**config.mk**
```make
export PLATFORM = sky130hd
export DESIGN_NAME = add32_arbiter
export DESIGN_NICKNAME = d
export VERILOG_FILES = /design/src/rtl/add32_arbiter.sv
export SDC_FILE = /design/constraint.sdc
export NUM_CORES = 1
export LEC_CHECK = 0
export CAP_MARGIN = 30
export CORE_MARGIN = 10
export CORE_UTILIZATION = 42
export CTS_CLUSTER_DIAMETER = 200
export DETAILED_ROUTE_END_ITERATION = 8
export PLACE_DENSITY = 0.87
export SETUP_SLACK_MARGIN = 0.4
export SLEW_MARGIN = 20
export SYNTH_ARGS = -nofsm -noshare
export SYNTH_HDL_FRONTEND = slang
export SYNTH_SLANG_ARGS = --single-unit
export TNS_END_PERCENT = 1
```
**constraint.sdc**
```tcl
create_clock -name clk -period 3.3 [get_ports clk]
set_input_delay 0.66 -clock clk [delete_from_list [all_inputs] [get_ports clk]]
set_output_delay 0.66 -clock clk [all_outputs]
set_load 0.05 [all_outputs]
```
**src/rtl/add32_arbiter.sv**
```systemverilog
// add32_arbiter
//   Lets two requesters share one 32-bit add/sub datapath (add32). The
//   request that wins arbitration has its operands registered onto the adder
//   port. The sum and flags, plus a zero flag derived from the sum, are then
//   captured and returned to the winner over a valid/ready handshake.
//   At most one operation is in flight: IDLE -> EXEC -> RESP -> IDLE.
//
// Build option:
//   ADD32_ARB_FIXED_PRIO_EN  defined   : requester 0 always wins contention
//                            undefined : round-robin, starting at FIRST_GRANT
//
// Ports:
//   clk, rst_n                      clock, synchronous active-low reset
//   req_valid/ready/a/b/m{0,1}      operation request per requester (m: 1=sub)
//   add_a, add_b, add_m             registered operands to the adder
//   add_s, add_cf, add_of           combinational adder result
//   rsp_valid{0,1}, rsp_ready{0,1}  result handshake per requester
//   rsp_s, rsp_cf, rsp_of, rsp_zero shared result bus
//   busy                            an operation is in flight

// Per-requester handshake gating. Instantiated once for each requester.
module add32_arb_port (
  input  logic idle_i,      // controller can accept a request
  input  logic req_valid_i, // this requester has an operation
  input  logic pick_i,      // arbitration selects this requester
  input  logic resp_i,      // controller is presenting a result
  input  logic owner_i,     // in-flight operation belongs to this requester
  output logic req_ready_o,
  output logic rsp_valid_o
);
  assign req_ready_o = idle_i & req_valid_i & pick_i;
  assign rsp_valid_o = resp_i & owner_i;
endmodule

module add32_arbiter #(
  parameter int unsigned WIDTH       = 32,
  parameter int unsigned FIRST_GRANT = 0
) (
  input  logic             clk,
  input  logic             rst_n,
  // requester 0
  input  logic             req_valid0,
  output logic             req_ready0,
  input  logic [WIDTH-1:0] req_a0,
  input  logic [WIDTH-1:0] req_b0,
  input  logic             req_m0,
  // requester 1
  input  logic             req_valid1,
  output logic             req_ready1,
  input  logic [WIDTH-1:0] req_a1,
  input  logic [WIDTH-1:0] req_b1,
  input  logic             req_m1,
  // adder port
  output logic [WIDTH-1:0] add_a,
  output logic [WIDTH-1:0] add_b,
  output logic             add_m,
  input  logic [WIDTH-1:0] add_s,
  input  logic             add_cf,
  input  logic             add_of,
  // response
  output logic             rsp_valid0,
  output logic             rsp_valid1,
  input  logic             rsp_ready0,
  input  logic             rsp_ready1,
  output logic [WIDTH-1:0] rsp_s,
  output logic             rsp_cf,
  output logic             rsp_of,
  output logic             rsp_zero,
  output logic             busy
);

  localparam logic [1:0] IDLE = 2'd0;
  localparam logic [1:0] EXEC = 2'd1;
  localparam logic [1:0] RESP = 2'd2;

  // requester inputs gathered into packed arrays, index = requester id
  logic [1:0]            req_valid;
  logic [1:0][WIDTH-1:0] req_a;
  logic [1:0][WIDTH-1:0] req_b;
  logic [1:0]            req_m;
  logic [1:0]            req_ready;
  logic [1:0]            rsp_valid;
  logic [1:0]            rsp_ready;

  assign req_valid = {req_valid1, req_valid0};
  assign req_a     = {req_a1, req_a0};
  assign req_b     = {req_b1, req_b0};
  assign req_m     = {req_m1, req_m0};
  assign rsp_ready = {rsp_ready1, rsp_ready0};

  logic [1:0]       state_q, state_d;
  logic             win_q, win_d;     // owner of the in-flight operation
  logic [WIDTH-1:0] add_a_q, add_a_d;
  logic [WIDTH-1:0] add_b_q, add_b_d;
  logic             add_m_q, add_m_d;
  logic [WIDTH-1:0] rsp_s_q, rsp_s_d;
  logic             rsp_cf_q, rsp_cf_d;
  logic             rsp_of_q, rsp_of_d;
  logic             rsp_zero_q, rsp_zero_d;

  logic             winner;
  logic [1:0]       pick;
  logic             idle, resp, hs;

  assign idle = (state_q == IDLE);
  assign resp = (state_q == RESP);

  // Arbitration. The winner is only meaningful when some request is valid;
  // req_ready is gated by req_valid, so the value chosen with no request
  // valid is never used.
`ifdef ADD32_ARB_FIXED_PRIO_EN
  always_comb begin
    winner = ~req_valid[0];
  end
`else
  localparam logic FIRST_GRANT_B = FIRST_GRANT[0];

  // Last winner. Reset to the inverse of FIRST_GRANT so that FIRST_GRANT
  // wins the first contention.
  logic last_q, last_d;

  always_comb begin
    if (&req_valid) winner = ~last_q;
    else            winner = ~req_valid[0];
  end

  always_comb begin
    last_d = last_q;
    if (hs) last_d = winner;
  end

  always_ff @(posedge clk) begin
    if (!rst_n) last_q <= ~FIRST_GRANT_B;
    else        last_q <= last_d;
  end
`endif

  assign pick = {winner, ~winner};

  add32_arb_port u_port [1:0] (
    .idle_i      (idle),
    .req_valid_i (req_valid),
    .pick_i      (pick),
    .resp_i      (resp),
    .owner_i     ({win_q, ~win_q}),
    .req_ready_o (req_ready),
    .rsp_valid_o (rsp_valid)
  );

  assign hs = |req_ready;

  always_comb begin
    state_d    = state_q;
    win_d      = win_q;
    add_a_d    = add_a_q;
    add_b_d    = add_b_q;
    add_m_d    = add_m_q;
    rsp_s_d    = rsp_s_q;
    rsp_cf_d   = rsp_cf_q;
    rsp_of_d   = rsp_of_q;
    rsp_zero_d = rsp_zero_q;
    case (state_q)
      IDLE: begin
        if (hs) begin
          add_a_d = req_a[winner];
          add_b_d = req_b[winner];
          add_m_d = req_m[winner];
          win_d   = winner;
          state_d = EXEC;
        end
      end
      EXEC: begin
        // adder is combinational: its result is settled one cycle after
        // the operands were registered
        rsp_s_d    = add_s;
        rsp_cf_d   = add_cf;
        rsp_of_d   = add_of;
        rsp_zero_d = ~|add_s;
        state_d    = RESP;
      end
      RESP: begin
        // only the owner's ready completes the response
        if (rsp_ready[win_q]) state_d = IDLE;
      end
      default: state_d = IDLE;
    endcase
  end

  always_ff @(posedge clk) begin
    if (!rst_n) begin
      state_q    <= IDLE;
      win_q      <= 1'b0;
      add_a_q    <= '0;
      add_b_q    <= '0;
      add_m_q    <= 1'b0;
      rsp_s_q    <= '0;
      rsp_cf_q   <= 1'b0;
      rsp_of_q   <= 1'b0;
      rsp_zero_q <= 1'b0;
    end else begin
      state_q    <= state_d;
      win_q      <= win_d;
      add_a_q    <= add_a_d;
      add_b_q    <= add_b_d;
      add_m_q    <= add_m_d;
      rsp_s_q    <= rsp_s_d;
      rsp_cf_q   <= rsp_cf_d;
      rsp_of_q   <= rsp_of_d;
      rsp_zero_q <= rsp_zero_d;
    end
  end

  assign req_ready0 = req_ready[0];
  assign req_ready1 = req_ready[1];
  assign rsp_valid0 = rsp_valid[0];
  assign rsp_valid1 = rsp_valid[1];
  assign add_a      = add_a_q;
  assign add_b      = add_b_q;
  assign add_m      = add_m_q;
  assign rsp_s      = rsp_s_q;
  assign rsp_cf     = rsp_cf_q;
  assign rsp_of     = rsp_of_q;
  assign rsp_zero   = rsp_zero_q;
  assign busy       = ~idle;

endmodule

```
======== After elaboration in Yosys (flattened, before gate mapping) ========
Index checks and enable logic that the tools add are counted.
W data, S select, Z words.
storage, ports and cells
  bits in registers ....................... 104
  input bits .............................. 170
  output and inout port bits .............. 105
  word-level logic and storage cells ...... 46
operators by class
  magnitude comparators ................... 2
  equal/unequal tests ..................... 4
  muxes and demuxes ....................... 12
  bitwise logic cells ..................... 11
  reductions and logical operators ........ 7
operators with widths
  cell                  number
  $mux W32              4
  $reduce_or A32 Y1     1
  $and A1 B1 Y1         6
  $pmux W2 S3           1
  $reduce_and A2 Y1     3
  $mux W1               5
  $not A1 Y1            5
  $lt A1 B2 Y1 const B  2
  $mux W2               2
  $eq A2 B1 Y1 const B  1
  $eq A2 B2 Y1 const B  1
  $logic_not A2 Y1      1
  $ne A2 B1 Y1 const B  1
  $ne A2 B2 Y1 const B  1
  $reduce_or A2 Y1      1
  $logic_not A1 Y1      1

======== Logic depth before layout (Yosys ltp) ========
Gate-level depths: netlist of run 1.
  depth after elaboration ................. 7
  gate-level depth with buffers ........... 7
  mapped depth without buffers ............ 4

======== Hierarchy ========
Synthesis of run 1 repeated with hierarchy kept, for this count alone.
second synthesis, totals
  cell total of the unflattened synthesis .. 575
  area, all modules ....................... 5017.3 um2
by module, submodules not included
  module          times used  cells an instance  area each (um2)  seq. area each (um2)
  add32_arbiter   1           571                4992.3           2082.0
  add32_arb_port  2           2                  12.5             0.0

======== Least setup slack after synthesis of run 1 ========
Ideal clock, no wire load.
  kind .................................... input-to-output
  start point ............................. input req_valid0
  end point ............................... output req_ready0
  arrival time ............................ 2.233 ns
  data required time ...................... 2.640 ns
  path slack .............................. 0.407 ns
  cell stages on the path ................. 5
  buffers on the path ..................... 3
  cell sequence ........................... clkbuf_2 -> inv_2 -> buf_4 -> buf_2 -> nor3_1
on the way
  cells in the longest elaborated chain, start to end .. 4
  elaborated cells on any way between the ends .. 6
  classes of those cells .................. mux (1); bitwise (4); reduce/logical (1)
ends and longest elaborated chain
  what                                                    line      RTL
  start, declared                                         42        input logic req_valid0,
  $reduce_and A2 Y1 / $not A1 Y1 (equally long branches)  123, 124
  $mux W1                                                 123       if (&req_valid) winner = ~last_q;
  $not A1 Y1                                              138       assign pick = {winner, ~winner};
  $and A1 B1 Y1 *                                         31        assign req_ready_o = idle_i & req_valid_i & pick_i;
  end, declared                                           43        output logic req_ready0,
Every way passes the cells marked *; elsewhere a longest branch is shown, timed or not.

======== Final worst setup path of run 1 ========
  start point ............................. input req_valid1
  end point ............................... output req_ready1
on the way
  cells in the longest elaborated chain, start to end .. 3
  elaborated cells on any way between the ends .. 4
  classes of those cells .................. mux (1); bitwise (2); reduce/logical (1)
ends and longest elaborated chain
  what               line  RTL
  start, declared    48    input logic req_valid1,
  $reduce_and A2 Y1  123
  $mux W1            123
  $and A1 B1 Y1 *    31
  end, declared      49    output logic req_ready1,
Marks and branches as above.

==> flow_summary_export.csv, run 1 <==
group,metric,value,unit
run,maxCapViolCount,0,
critical_path,critPathArrivalTime,1910,ps
sta,rsz0062_at_grt,"no",
finish,areaGrowthSynthToFinish,61.6,%
drt,drt_iter0_drc,604,
floorplanning,pin_count,275,
clock_tree,cts_tree,"done",
hold_path,hold-path-cell-count,2,
synthesis,synth-async-reset-ratio,0,
hold_path,hold_end,"rsp_s[16]",
power,p_comb_frac,0.351,
clock_tree,root_buffer,"clkbuf_16",
critical_path,cp.required,2640,ps
sta,final-max-slew-violation-count,0,
global_route,track_usage,0.237,
power,swShare,0.356,
finish,final_area,7850,sq um
critical_path,endpoint_kind,"output port",
critical_path,criticalPathCategory,"in2out",
floorplanning,rows,39,
power,seqPwrFrac,0.359,
global_route,antenna_found_initial,0,
power,p_int,2.65,mW
synthesis,synth_nets,750,
drt,wire_per_inst,21.8,microns
power,power,4.12,mW
synthesis,ys_warn_count,0,
floorplanning,chipWidth,128,microns
sta,fin_crit,2570,ps
global_route,grt_pass1_wl,31.7,mm
synthesis,synth_compound_area_frac,0.398,
sta,slew_headroom,0.508,
clock_tree,htreeDepth,3,
power,power_density,524,nW/um^2
global_route,grt_overflow,0,
floorplanning,start_util,0.427,
finish,mostFrequentLayoutCells,"clkdlybuf4s50_1 (270), dfxtp_1 (103), a21oi_1 (101)",
finish,final_common_cell,"clkdlybuf4s50_1",
synthesis,ys_ff_latch,104,
sta,fin_skew,5.91,ps
finish,num-nets-final,972,
synthesis,synth_simple_gate_area_share,0.0858,
clock_tree,cts.sinks,104,
clock_tree,cts_setup_buffers,0,
clock_tree,ctsHoldBuffers,0,
sta,hold_violations,0,
synthesis,synth_cells,580,
critical_path,worstReg2RegStart,"last_q",
critical_path,reg2reg_to,"add_a[1]",
drt,viasPerCell,6.06,
sta,setup_violations,0,
finish,diodes,0,
clock_tree,cts.path.max_buffers,2,
synthesis,ys_types,35,
clock_tree,path_clk_slew,70,ps
global_route,grt_max_degree,70,
critical_path,rrSetupSlack,1370,ps
synthesis,syn-cell-area,4860,sq um
synthesis,ys_seq_area_frac,0.429,
placement,gp_congestion,0.894,
drt,drtPass1Iterations,5,
sta,hold-worst-slack,457,ps
placement,dp_hpwl,15.0,mm
placement,portBuffers,274,
clock_tree,cts_buffers,9,
synthesis,ys.flop_type,"dfxtp_1",
synthesis,synth_edf_count,0,
synthesis,post_synth_fa_ha_maj_area_fraction,0,
sta,worstMarginPinSlew,738,ps
critical_path,critPathMaxFanout,4,
power,p_leak,2.62,nW
floorplanning,die_h,128,microns
drt,wl,20.7,mm
drt,num_vias,5757,
power,irDropWorstVdd,259,uV
synthesis,synth_top_family_by_area,"compound AO/OA/AOI/OAI gates",
finish,final_layout_size_suffix_gt1_frac,0.0570,
clock_tree,post_cts_resized,0,
run_status,outcome,"finished, final reports clean",
floorplanning,coreArea,11400,sq um
drt,drc,0,
synthesis,synthXorXnorAreaFrac,0,
hold_path,min_from,"rsp_s[16]",
synthesis,avgSynthCellArea,8.38,sq um
global_route,grt_pass1_vias,5724,
critical_path,cp-start-kind,"input pin",
sta,fmax,389,MHz
hold_path,hp-class,"reg2reg",
power,switchingPower,1.47,mW
drt,ant_nets,0,
power,clockPowerShare,0.290,
synthesis,synthMuxAreaShare,0.00206,
sta,tns,0,ps
placement,dpl_cell_area,7510,sq um
floorplanning,die-area,16300,sq um
sta,timing.final.crit_share,0.779,
clock_tree,clock_latency,340,ps
critical_path,ff2ff_path_depth,3,
-- cell type report --
class                      instances  area [sq um]
inverter                           4          15.0
timing repair buffer             288          2860
multi-input combinational        395          2370
tap                              143           179
sequential                       104          2080
clock inverter                     5          86.3
fill                             867          3520
clock buffer                      11           253
-- critical path, stage by stage --
cell and delay (ps):
clkdlybuf4s50_1 540, inv_2 50, a211oi_1 450, buf_12 210
-- layer usage --
metal,part of all wire,track usage,up-vias,wire (microns)
met3,0.097,0.0782,61,2000
met4,0.041,0.110,0,853
li1,-,-,2650,-
met2,0.48,0.391,330,9970
met1,0.38,0.271,2716,7870
met5,0,0,-,0
-- cell families after synthesis --
logic type,Yosys count
AO/OA/AOI/OAI,302
multiplexers,1
AND/OR/NAND/NOR,92
flip-flops,104
buffers and inverters,81
-- flip-flops by register name (all words and copies together), names as in the netlist --
register,flops
add_a,32
last_q,1
rsp_zero,1
rsp_of,1
win_q,1
add_b,32
rsp_cf,1
state_q,2
rsp_s,32
add_m,1
-- power by group through the flow --
stage          Clock, mW  Combinational (mW)  Sequential (mW)
2_1_floorplan          0               0.439             1.92
3_3_place_gp           0                1.41             1.50
3_5_place_dp           0                1.44             1.50
4_1_cts             1.20                1.45             1.48
5_1_grt             1.25                1.52             1.49
6_report            1.19                1.45             1.48
-- synthesized netlist by cell type (3+ instances only) --
library cell | number | share of area
nand3_1 | 3 | 0.0031
clkbuf_2 | 3 | 0.0031
clkbuf_1 | 31 | 0.024
dfxtp_1 | 104 | 0.43
buf_6 | 6 | 0.014
a311oi_1 | 65 | 0.12
buf_4 | 8 | 0.012
a21oi_1 | 102 | 0.11
nor4_1 | 6 | 0.0077
nand2_1 | 68 | 0.053
o21ai_0 | 59 | 0.061
o21ai_1 | 7 | 0.0072
buf_2 | 28 | 0.029
o211ai_1 | 65 | 0.10
-- worst max path at each step --
| stage | cells after the start | to | startpoint |
|---|---|---|---|
| 6_report | 4 | req_ready1 | req_valid1 |
| 5_1_grt | 2 | rsp_valid0 | state_q[1] |
| 4_1_cts | 4 | req_ready1 | req_valid1 |
| 3_5_place_dp | 6 | add_b[16] | req_valid1 |
| 3_3_place_gp | 4 | req_ready1 | req_valid1 |
| 2_1_floorplan | 5 | req_ready0 | req_valid0 |
-- per-stage QoR --
stage / util / std cells / setup WS (ps)
floorplan: - / 580 / 407
global placement: 0.661 / 934 / 758
detailed placement: 0.661 / 934 / 696
CTS: 0.691 / 950 / 721
global route: 0.691 / 950 / 672
finish: 0.691 / 950 / 728
(Power assumes the default switching activity.)
==> run 2, diff against run 1 <==
- CORE_UTILIZATION: 42 -> 39
- PLACE_DENSITY: 0.87 -> 0.82
- clock period: 3.3 -> 2.38 ns (I/O delays scaled with it)
==> run 2 against run 1 <==
Wire length is 1.7% higher. Hold slack worse by 2.8 ps. First-iteration DRC count is 12% lower. Critical endpoint is now add_a[0]. Largest cell class unchanged.
==> flow_summary_export.csv, run 2 (synthesized netlist as in run 1, its figures left out) <==
group,metric,value,unit
sta,timing.final.crit_share,0.858,
drt,num_vias,5765,
critical_path,cp_num_buf_inv,1,
clock_tree,cts_tree,"done",
drt,ant_nets,0,
global_route,grt_max_degree,70,
finish,areaGrowthSynthToFinish,64.5,%
drt,drc,0,
sta,worst_slack,337,ps
sta,slew_headroom,0.481,
placement,placedCellCount,966,
clock_tree,cts.sinks,104,
floorplanning,die_h,132,microns
sta,hold-worst-slack,455,ps
critical_path,cp_top_family,"buffers and inverters",
sta,hold_violations,0,
sta,fin_skew,5.13,ps
floorplanning,pin_count,275,
critical_path,critPathMaxFanout,2,
floorplanning,start_util,0.401,
drt,wl,21.0,mm
critical_path,critPathArrivalTime,1570,ps
critical_path,path_cells,"clkdlybuf4s50_1",
critical_path,endpoint_kind,"output port",
clock_tree,htreeDepth,3,
clock_tree,root_buffer,"clkbuf_16",
finish,mostFrequentLayoutCells,"clkdlybuf4s50_1 (266), dfxtp_1 (103), a21oi_1 (101)",
sta,final-max-slew-violation-count,0,
sta,setup_violations,0,
finish,final_common_cell,"clkdlybuf4s50_1",
critical_path,criticalPathCategory,"reg2out",
clock_tree,cts_setup_buffers,0,
finish,num-nets-final,979,
sta,rsz0062_at_grt,"yes",
run,maxCapViolCount,0,
clock_tree,cts.path.max_buffers,2,
power,irDropWorstVdd,348,uV
critical_path,cp.required,1900,ps
placement,dp_hpwl,15.3,mm
run_status,outcome,"finished, final reports clean",
clock_tree,path_clk_slew,70,ps
critical_path,cp_slowest_cell,"clkdlybuf4s50_1",
placement,gp_congestion,0.833,
power,power,5.72,mW
global_route,grt_overflow,0,
placement,portBuffers,274,
placement,dp_slack,149,ps
drt,viasPerCell,5.88,
sta,worstMarginPinSlew,779,ps
global_route,grt_pass1_vias,5621,
finish,final_layout_size_suffix_gt1_frac,0.0677,
drt,drt_iter0_drc,529,
clock_tree,ctsHoldBuffers,0,
finish,diodes,0,
clock_tree,clock_latency,350,ps
hold_path,hp-class,"reg2reg",
power,power_density,716,nW/um^2
drt,wire_per_inst,21.4,microns
drt,drtPass1Iterations,5,
critical_path,max_stage_delay,830,ps
sta,fin_crit,2040,ps
floorplanning,chipWidth,132,microns
floorplanning,die-area,17300,sq um
power,p_leak,2.68,nW
floorplanning,coreArea,12100,sq um
sta,tns,0,ps
global_route,antenna_found_initial,0,
sta,fmax,489,MHz
clock_tree,cts_buffers,9,
global_route,grt_pass1_wl,32.1,mm
finish,stdcell_count,981,
critical_path,cp-start-kind,"flop",
global_route,track_usage,0.229,
floorplanning,rows,40,
[run 2: repair_timing]
item,CTS,global route
pin swaps,1,0
resized for setup,4,2
setup endpoints to repair,97,102
[run 2: routing by layer]
| layer | GRT usage | up-vias | part of all wire |
|---|---|---|---|
| met3 | 0.0964 | 35 | 0.13 |
| met2 | 0.370 | 370 | 0.47 |
| met1 | 0.263 | 2696 | 0.38 |
| met4 | 0.0884 | 0 | 0.024 |
| li1 | - | 2664 | - |
| met5 | 0 | - | 0 |
[run 2: where the power goes]
group / leakage [nW] / internal (mW) / switching (mW)
registers: 0.858 / 1.93 / 0.115
logic: 1.66 / 0.791 / 1.27
clock network: 0.155 / 0.945 / 0.682
total: 2.68 / 3.66 / 2.06
[run 2: area by class of cell]
cell class              count  area [sq um]
clock buffers              10           239
well taps                 168           210
inverters                   4          15.0
fillers                   997          4120
clock inverters             5          81.3
multi-input cells         395          2400
repair buffers            295          2970
flip-flops and latches    104          2080
[run 2: final timing paths]
check | start | end | slack (ps) | depth (start not counted)
max | add_a[0] | add_a[0] | 340 | 1
min | rsp_s[14] | rsp_s[14] | 450 | 2
max reg2reg | state_q[1] | add_b[12] | 600 | 4
min reg2reg | rsp_s[14] | rsp_s[14] | 450 | 2
[run 2: stage by stage]
step,util,area [sq um]
6_report,0.660,7990
5_1_grt,0.660,7990
4_1_cts,0.660,7990
3_5_place_dp,0.633,7670
3_3_place_gp,0.633,7670
2_1_floorplan,-,4870
==> run 3, diff against run 2 <==
- CAP_MARGIN: 30 -> unset
==> results of run 3 <==
The final DEF is identical to that of run 2; final timing and power are the same.
